File: src/rtl/core_decode_stage.sv
// -----------------------------------------------------------------------------
// core_decode_stage
//   Registered RV32/RV64 instruction decode stage between fetch and execute.
//   Instruction words arrive over a valid/ready handshake, are decoded
//   combinationally at the input transfer and the result is registered.
//   A two-entry store (output register + skid register) keeps backpressure
//   from execute off any combinational path back to fetch: o_ready is a
//   flop that simply reflects "skid register empty".
//
// Ports
//   i_clk, i_rst       clock, asynchronous active-high reset
//   i_flush            drop every buffered entry (and this cycle's input)
//   i_valid/o_ready    fetch-side handshake; i_instr, i_pc are the payload
//   o_valid/i_ready    execute-side handshake
//   o_pc               PC travelling with the decoded entry
//   o_opcode           instr[6:2]
//   o_format           R=0 I=1 S=2 B=3 U=4 J=5 UIMM=6
//   o_imm              immediate, sign-extended to XLEN (UIMM zero-extended)
//   o_rd/o_rs1/o_rs2   register indices
//   o_funct3/o_funct7  raw function fields
//   o_illegal          entry is an illegal instruction (still flows through)
// -----------------------------------------------------------------------------
module core_decode_stage #(
  parameter int XLEN         = 32,
  parameter int ENABLE_M     = 1,
  parameter int ENABLE_A     = 0,
  parameter int ENABLE_ZICSR = 1,
  parameter int PC_WIDTH     = 32
) (
  input  logic                i_clk,
  input  logic                i_rst,
  input  logic                i_flush,
  input  logic                i_valid,
  output logic                o_ready,
  input  logic [31:0]         i_instr,
  input  logic [PC_WIDTH-1:0] i_pc,
  output logic                o_valid,
  input  logic                i_ready,
  output logic [PC_WIDTH-1:0] o_pc,
  output logic [4:0]          o_opcode,
  output logic [2:0]          o_format,
  output logic [XLEN-1:0]     o_imm,
  output logic [4:0]          o_rd,
  output logic [4:0]          o_rs1,
  output logic [4:0]          o_rs2,
  output logic [2:0]          o_funct3,
  output logic [6:0]          o_funct7,
  output logic                o_illegal
);

  typedef enum logic [4:0] {
    OPC_LOAD      = 5'b00000,
    OPC_MISC_MEM  = 5'b00011,
    OPC_OP_IMM    = 5'b00100,
    OPC_AUIPC     = 5'b00101,
    OPC_OP_IMM_32 = 5'b00110,
    OPC_STORE     = 5'b01000,
    OPC_AMO       = 5'b01011,
    OPC_OP        = 5'b01100,
    OPC_LUI       = 5'b01101,
    OPC_OP_32     = 5'b01110,
    OPC_BRANCH    = 5'b11000,
    OPC_JALR      = 5'b11001,
    OPC_JAL       = 5'b11011,
    OPC_SYSTEM    = 5'b11100
  } opcode_e;

  typedef enum logic [2:0] {
    FMT_R    = 3'd0,
    FMT_I    = 3'd1,
    FMT_S    = 3'd2,
    FMT_B    = 3'd3,
    FMT_U    = 3'd4,
    FMT_J    = 3'd5,
    FMT_UIMM = 3'd6
  } format_e;

  typedef struct packed {
    logic [PC_WIDTH-1:0] pc;
    logic [4:0]          opcode;
    logic [2:0]          fmt;
    logic [XLEN-1:0]     imm;
    logic [4:0]          rd;
    logic [4:0]          rs1;
    logic [4:0]          rs2;
    logic [2:0]          funct3;
    logic [6:0]          funct7;
    logic                illegal;
  } entry_t;

  // ---------------------------------------------------------------------------
  // Combinational decode of the incoming word
  // ---------------------------------------------------------------------------
  entry_t     dec;
  format_e    fmt;
  logic       known;
  logic [4:0] opc;
  logic [2:0] f3;
  logic [6:0] f7;

  always_comb begin
    opc   = i_instr[6:2];
    f3    = i_instr[14:12];
    f7    = i_instr[31:25];
    known = 1'b1;
    fmt   = FMT_R;

    case (opc)
      OPC_OP, OPC_OP_32, OPC_AMO:                               fmt = FMT_R;
      OPC_LOAD, OPC_OP_IMM, OPC_OP_IMM_32, OPC_JALR, OPC_MISC_MEM: fmt = FMT_I;
      OPC_STORE:                                                fmt = FMT_S;
      OPC_BRANCH:                                               fmt = FMT_B;
      OPC_LUI, OPC_AUIPC:                                       fmt = FMT_U;
      OPC_JAL:                                                  fmt = FMT_J;
      // CSR immediate forms carry a 5-bit zero-extended uimm in the rs1 slot
      OPC_SYSTEM:                                               fmt = f3[2] ? FMT_UIMM : FMT_I;
      default: begin
        fmt   = FMT_R;
        known = 1'b0;
      end
    endcase

    dec        = '0;
    dec.pc     = i_pc;
    dec.opcode = opc;
    dec.fmt    = fmt;
    dec.rd     = i_instr[11:7];
    dec.rs1    = i_instr[19:15];
    dec.rs2    = i_instr[24:20];
    dec.funct3 = f3;
    dec.funct7 = f7;

    case (fmt)
      FMT_I:    dec.imm = XLEN'($signed(i_instr[31:20]));
      FMT_S:    dec.imm = XLEN'($signed({i_instr[31:25], i_instr[11:7]}));
      FMT_B:    dec.imm = XLEN'($signed({i_instr[31], i_instr[7], i_instr[30:25],
                                         i_instr[11:8], 1'b0}));
      FMT_U:    dec.imm = XLEN'($signed({i_instr[31:12], 12'b0}));
      FMT_J:    dec.imm = XLEN'($signed({i_instr[31], i_instr[19:12], i_instr[20],
                                         i_instr[30:21], 1'b0}));
      FMT_UIMM: dec.imm = XLEN'(i_instr[19:15]);
      default:  dec.imm = '0;
    endcase

    // All-zero and all-one words are typical of unprogrammed memory
    dec.illegal = (i_instr[1:0] != 2'b11) || !known ||
                  (i_instr == 32'h0000_0000) || (i_instr == 32'hFFFF_FFFF);
    if ((opc == OPC_AMO) && (ENABLE_A == 0))
      dec.illegal = 1'b1;
    if (((opc == OPC_OP_IMM_32) || (opc == OPC_OP_32)) && (XLEN == 32))
      dec.illegal = 1'b1;
    if (((opc == OPC_OP) || (opc == OPC_OP_32)) &&
        !((f7 == 7'b0000000) || (f7 == 7'b0100000) ||
          ((ENABLE_M != 0) && (f7 == 7'b0000001))))
      dec.illegal = 1'b1;
    if ((opc == OPC_SYSTEM) && (f3 != 3'b000) && (ENABLE_ZICSR == 0))
      dec.illegal = 1'b1;
  end

  // ---------------------------------------------------------------------------
  // Output register (or) + skid register (sk)
  // ---------------------------------------------------------------------------
  entry_t or_q, or_d, sk_q, sk_d;
  logic   or_valid_q, or_valid_d;
  logic   sk_valid_q, sk_valid_d;
  logic   ready_q, ready_d;
  logic   in_xfer, out_xfer;

  assign in_xfer  = i_valid && ready_q;
  assign out_xfer = or_valid_q && i_ready;

  always_comb begin
    or_d       = or_q;
    sk_d       = sk_q;
    or_valid_d = or_valid_q;
    sk_valid_d = sk_valid_q;

    if (i_flush) begin
      or_valid_d = 1'b0;
      sk_valid_d = 1'b0;
    end else if (!or_valid_q || out_xfer) begin
      // Output slot frees up this edge. ready_q is low whenever the skid is
      // full, so a skid refill and a new input never compete for it.
      if (sk_valid_q) begin
        or_d       = sk_q;
        or_valid_d = 1'b1;
        sk_valid_d = 1'b0;
      end else if (in_xfer) begin
        or_d       = dec;
        or_valid_d = 1'b1;
      end else begin
        or_valid_d = 1'b0;
      end
    end else if (in_xfer) begin
      sk_d       = dec;
      sk_valid_d = 1'b1;
    end

    ready_d = !sk_valid_d;
  end

  always_ff @(posedge i_clk or posedge i_rst) begin
    if (i_rst) begin
      or_q       <= '0;
      sk_q       <= '0;
      or_valid_q <= 1'b0;
      sk_valid_q <= 1'b0;
      ready_q    <= 1'b1;
    end else begin
      or_q       <= or_d;
      sk_q       <= sk_d;
      or_valid_q <= or_valid_d;
      sk_valid_q <= sk_valid_d;
      ready_q    <= ready_d;
    end
  end

  assign o_ready   = ready_q;
  assign o_valid   = or_valid_q;
  assign o_pc      = or_q.pc;
  assign o_opcode  = or_q.opcode;
  assign o_format  = or_q.fmt;
  assign o_imm     = or_q.imm;
  assign o_rd      = or_q.rd;
  assign o_rs1     = or_q.rs1;
  assign o_rs2     = or_q.rs2;
  assign o_funct3  = or_q.funct3;
  assign o_funct7  = or_q.funct7;
  assign o_illegal = or_q.illegal;

endmodule

File: config.mk
export PLATFORM = sky130hd
export DESIGN_NAME = core_decode_stage
export DESIGN_NICKNAME = d
export VERILOG_FILES = /design/src/rtl/core_decode_stage.sv
export SDC_FILE = /design/constraint.sdc
export NUM_CORES = 1
export LEC_CHECK = 0
export CAP_MARGIN = 20
export CORE_MARGIN = 10
export CORE_UTILIZATION = 57
export CTS_CLUSTER_DIAMETER = 80
export DETAILED_ROUTE_END_ITERATION = 10
export DONT_BUFFER_PORTS = 1
export PLACE_DENSITY = 0.76
export SYNTH_ARGS = -nofsm -noshare
export SYNTH_HDL_FRONTEND = slang
export SYNTH_SLANG_ARGS = --single-unit
File: constraint.sdc
create_clock -name i_clk -period 6.3 [get_ports i_clk]
set_input_delay 0.945 -clock i_clk [delete_from_list [all_inputs] [get_ports i_clk]]
set_output_delay 0.945 -clock i_clk [all_outputs]
set_load 0.02 [all_outputs]
# Yosys cells after proc, flatten, opt, wreduce, memory -nomap -nowiden
# Cells that the tools add are included.
word_totals:
  regBits: 199
  latchBits: 0
  ram_bits: 0
  mem_bits_ro: 0
  in_bits: 69
  n_memories: 0
classes:
  n_addsub: 0
  n_mul: 0
  div: 0
  n_lt_le_gt_ge: 0
  n_eq_ne: 23
  shifts: 0
  muxes: 16
  n_bitwise: 2
  n_reduce_logical: 25
ops:
  columns: ["op", "n"]
  rows:
  - ["98-bit two-way mux", 2]
  - ["32-bit one-hot mux with 6 select lines", 1]
  - ["32-bit equality test (second input constant)", 1]
  - ["32-bit zero test", 1]
  - ["5-bit by 4-bit equality test with 1-bit output (second input constant)", 5]
  - ["5-bit equality test (second input constant)", 4]
  - ["3-bit one-hot mux with 6 select lines", 1]
  - ["5-bit by 3-bit equality test with 1-bit output (second input constant)", 3]
  - ["14-bit OR reduction", 1]
  - ["1-bit two-way mux", 11]
  - ["3-bit equality test (second input constant)", 3]
  - ["1-bit logical OR", 8]
  - ["7-bit by 1-bit equality test with 1-bit output (second input constant)", 1]
  - ["7-bit by 6-bit equality test with 1-bit output (second input constant)", 1]
  - ["7-bit zero test", 1]
  - ["3-bit by 2-bit equality test with 1-bit output (second input constant)", 2]
  - ["3-bit AND reduction", 2]
  - ["5-bit by 2-bit equality test with 1-bit output (second input constant)", 1]
  - ["5-bit zero test", 1]
  - ["5-bit OR reduction", 1]
  - ["1-bit zero test", 4]
  - ["2-bit nonzero test", 2]
  - ["3-bit by 1-bit equality test with 1-bit output (second input constant)", 1]
  - ["1-bit logical AND", 3]
  - ["4 further kinds", 5]

# Depth between registers and ports, before layout
depth:
  depth_word: 12
  ltp_mapped: 7
  mapped_depth_nobuf: 5

# Least setup slack after synthesis
# Ideal clock, no wire load.
synth_path:
  path_kind: "in2reg"
  from: "input i_instr[26]"
  to: "register or_q (netlist bit o_illegal)"
  arrival_time_ns: 2.594
  t_required_ns: 6.174
  setup_slack_ns: 3.580
  path_stages: 5
  cell_sequence: "or4_1 > or4_1 > a2111oi_2 > o31ai_1 > a221o_1"
synth_between:
  elab_chain_cells: 8
synth_lines:
  columns: ["item", "line_no", "text"]
  rows:
  - ["start: declaration", "35", "input logic [31:0] i_instr,"]
  - ["32-bit zero test (tied with other cells)", "147", "(i_instr == 32'h0000_0000) || (i_instr == 32'hFFFF_FFFF);"]
  - ["1-bit logical OR, on equally long branches", "146, 153", null]
  - ["1-bit logical OR, on equally long branches", "147, 153", null]
  - ["1-bit two-way mux or 1-bit zero test (tied branches)", "148, 153", null]
  - ["1-bit two-way mux or 1-bit logical AND (tied branches)", "150, 152", null]
  - ["1-bit two-way mux *", "152", "if (((opc == OPC_OP) || (opc == OPC_OP_32)) &&"]
  - ["98-bit two-way mux *", "188", "end else if (in_xfer) begin"]
  - ["98-bit two-way mux *", "184", "if (sk_valid_q) begin"]
  - ["end signal: assignment", "210", "or_q <= or_d;"]
  - ["end: declaration", "163", "entry_t or_q, or_d, sk_q, sk_d;"]
# Every way passes the cells marked *; elsewhere a longest branch is shown, timed or not. The select of a mux whose other input is x is not followed.
# A chain may end at the register's enable or synchronous reset.

# Worst setup path in the final report
layout_path:
  from: "register sk_valid_q"
  to: "register or_q (netlist bit o_imm[18])"
layout_between:
  elab_chain_cells: 2
layout_lines:
  columns: ["item", "line_no", "text"]
  rows:
  - ["start: declaration", "165", "logic sk_valid_q, sk_valid_d;"]
  - ["start signal: assignment", "213", "sk_valid_q <= sk_valid_d;"]
  - ["2-bit nonzero test (no source line)", null, null]
  - ["3-bit AND reduction (no source line)", null, null]
# Several ways; a longest one is shown, not always the timed one.

==> results.toml <==
[sta]
slew_headroom_pct = 25.6
tns_ns = 0
tightest_slew_ns = 1.12
clock_skew_ns = 0.00968
setup_violations = 0
rsz0062_at_grt = "false"
drv_slew = 0
max_freq_mhz = 305
fin_crit_sh_pct = 52.0
period_minus_slack_ns = 3.28
hold_violations = 0
whs_ns = 0.476

[run]
maxCapViolations = 0

[hold_path]
hp-class = "flop to flop"
whs_path_depth = 2
holdCritStartpoint = "sk_q[73]"
hold_end = "sk_q[73]"

[global_route]
grt_max_degree = 200
grtUsageTotal_pct = 21.5
grt_pass1_wl_um = 35000
overflow = 0
antenna_found_initial = 0
first_global_vias = 6322

[placement]
numPortBuffers = 0
gp_congestion = 0.894
dp_cells = 1095
dp_hpwl_um = 14700

[setup_path]
timing.rr.end = "o_imm[18]"
critPathMaxFanout = 109
required_ns = 6.63
worstSetupPathType = "flop to flop"
worst_setup_path_start_kind = "flop"
crit_arrival_ns = 3.61
cp_slowest_stage_delay_ns = 0.87
cp_common_cell = "buf_4"
rrSetupSlack_ns = 3.02
r2r_start = "sk_valid_q"
cp_slowest_cell = "buf_4"
critical_path.cell_chain = "a21oi_1, nor3_4, buf_4, buf_4, o21ai_0, a22oi_1"
cp-end-kind = "flop"
r2r_cells = 6

[floorplanning]
die-width_um = 145
die_height_um = 145
start_util_pct = 58.2
dieArea_sq_um = 21000
pin_count = 169
fp-row-count = 45
core_area_sq_um = 15300

[route]
firstDrtPassIters = 6
vias = 6511
avgViaCountPerCell = 5.78
drt-initial-drc-count = 598
drc = 0
avgRoutedWirePerCell_um = 19.7
routed_wl_um = 22200
ant_nets = 0

[synthesis]
yosysSeqAreaShare_pct = 56.1
ys_warn_count = 0
synthCells = 942
synth_edf_count = 0
synth_most_common_cell = "nand2_1"
syn-num-nets = 1011
synth_area_leaders = "dfrtp_1 56%, nand2_1 10%, mux2i_1 7.0%"
ys_async_sr_fraction_pct = 100
synth_top_area_share_pct = 55.8
synth_common_cells = "239 x nand2_1, 198 x dfrtp_1, 105 x a21oi_1, 85 x nor2_1, 62 x mux2i_1"
ys.flop_type = "dfrtp_1"
synth_area_sq_um = 8880
syn_avg_cell_area_sq_um = 9.42
synth_cell_type_count = 54
ys_ff_latch = 199
synth_area_leader_cell = "dfrtp_1"

[clock_tree]
cts_buffer_depth = 2
h-tree-depth = 4
cts_tree = "built"
hold_buffers = 0
clk_latency_ns = 0.43
clock-sinks = 199
clockRootBuffer = "clkbuf_16"
cts_setup_buffers = 0
path_clk_slew_ns = 0.07
numCtsBuffers = 17
cts_resized = 0

[power_and_ir_drop]
cellPowerDensity_nw_per_um2 = 344
ir_drop_uv = 200
post-layout-total-power_mw = 3.28
p_leak_nw = 4.13

[finish]
final_cells = 1126
area_growth_pct = 7.40
nets = 972
drive_above_1_share_pct = 6.99
fillers = 1267
antenna_cells = 0

[status]
status = "complete, no violations"
[registers in the layout, summed over array words and instances (netlist names)]
signal      count
o_funct3        3
o_rs1           5
o_rd            5
sk_q           98
o_illegal       1
o_ready         1
o_pc           32
sk_valid_q      1
o_imm          32
o_valid         1
o_opcode        5
o_funct7        7
o_rs2           5
o_format        3
[layer usage]
metal / vias up / track usage (%) / wire length [um]
met3: 29 / 8.44 / 2390
met5: - / 0 / 0
met2: 210 / 33.2 / 10400
met4: 0 / 7.77 / 463
met1: 3149 / 26.7 / 8930
li1: 3123 / - / -
[worst max path at each step]
stage / slack (ns) / to / cells after the start / start
3_3_place_gp: 3.13 / o_format[2] / 5 / i_valid
5_1_grt: 2.65 / o_imm[18] / 6 / sk_valid_q
3_5_place_dp: 3.06 / o_imm[18] / 6 / sk_valid_q
6_report: 3.02 / o_imm[18] / 6 / sk_valid_q
4_1_cts: 3.05 / o_imm[12] / 6 / sk_valid_q
2_1_floorplan: 2.78 / o_format[0] / 1 / i_rst
[area by class of cell]
cell class / instances / area, sq um / area share [%]
multi-input cells: 665 / 3560 / 37.3
flip-flops and latches: 199 / 4980 / 52.3
clock inverters: 8 / 119 / 1.25
inverters: 12 / 48.8 / 0.512
well taps: 211 / 264 / 2.77
repair buffers: 8 / 72.6 / 0.761
clock buffers: 23 / 488 / 5.12
[cells in the final DEF, fill, tap and decap left out, types with 6 or more instances in the layout]
cell | synthesis | layout
mux2i_1 | 62 | 62
buf_4 | 1 | 7
or3_1 | 7 | 6
nand4_1 | 7 | 7
o211ai_1 | 15 | 15
o31ai_1 | 7 | 7
clkbuf_16 | 0 | 17
nand2_1 | 239 | 239
a22oi_1 | 9 | 9
o21ai_0 | 50 | 50
dfrtp_1 | 198 | 197
nand3_1 | 15 | 15
a21oi_1 | 105 | 105
inv_1 | 12 | 11
nor2_1 | 85 | 85
a211oi_1 | 7 | 7
[cells by family after synthesis]
kind of cell / after synthesis / share of synthesized area, %
AOI/OAI and AO/OA: 210 / 13.7
buffers and inverters: 78 / 4.00
and+or+nand+nor: 389 / 18.6
muxes: 66 / 7.50
DFF: 199 / 56.1
[per-stage QoR]
stage	instance area [sq um]	setup WS, ns	util, %
floorplan	8880	2.78	-
global placement	8930	3.13	58.5
detailed placement	8930	3.06	58.5
CTS	9530	3.05	62.5
global route	9530	2.65	62.5
finish	9530	3.02	62.5
[worst max-delay path: cells and delay by family (launching register included)]
family / cells / cell delay [ns]
buffers and inverters: 2 / 1.32
flip-flops: 1 / 0.85
AO/OA/AOI/OAI: 3 / 0.69
AND/OR/NAND/NOR: 1 / 0.19
[where the power goes]
part / total [mW] / switching, mW / internal [mW] / leakage, nW
Clock: 1.13 / 0.461 / 0.665 / 0.303
Combinational: 0.347 / 0.206 / 0.142 / 1.39
Sequential: 1.81 / 0.297 / 1.51 / 2.44
Total: 3.28 / 0.964 / 2.32 / 4.13
No activity file was read; power rests on OpenSTA's default activity.
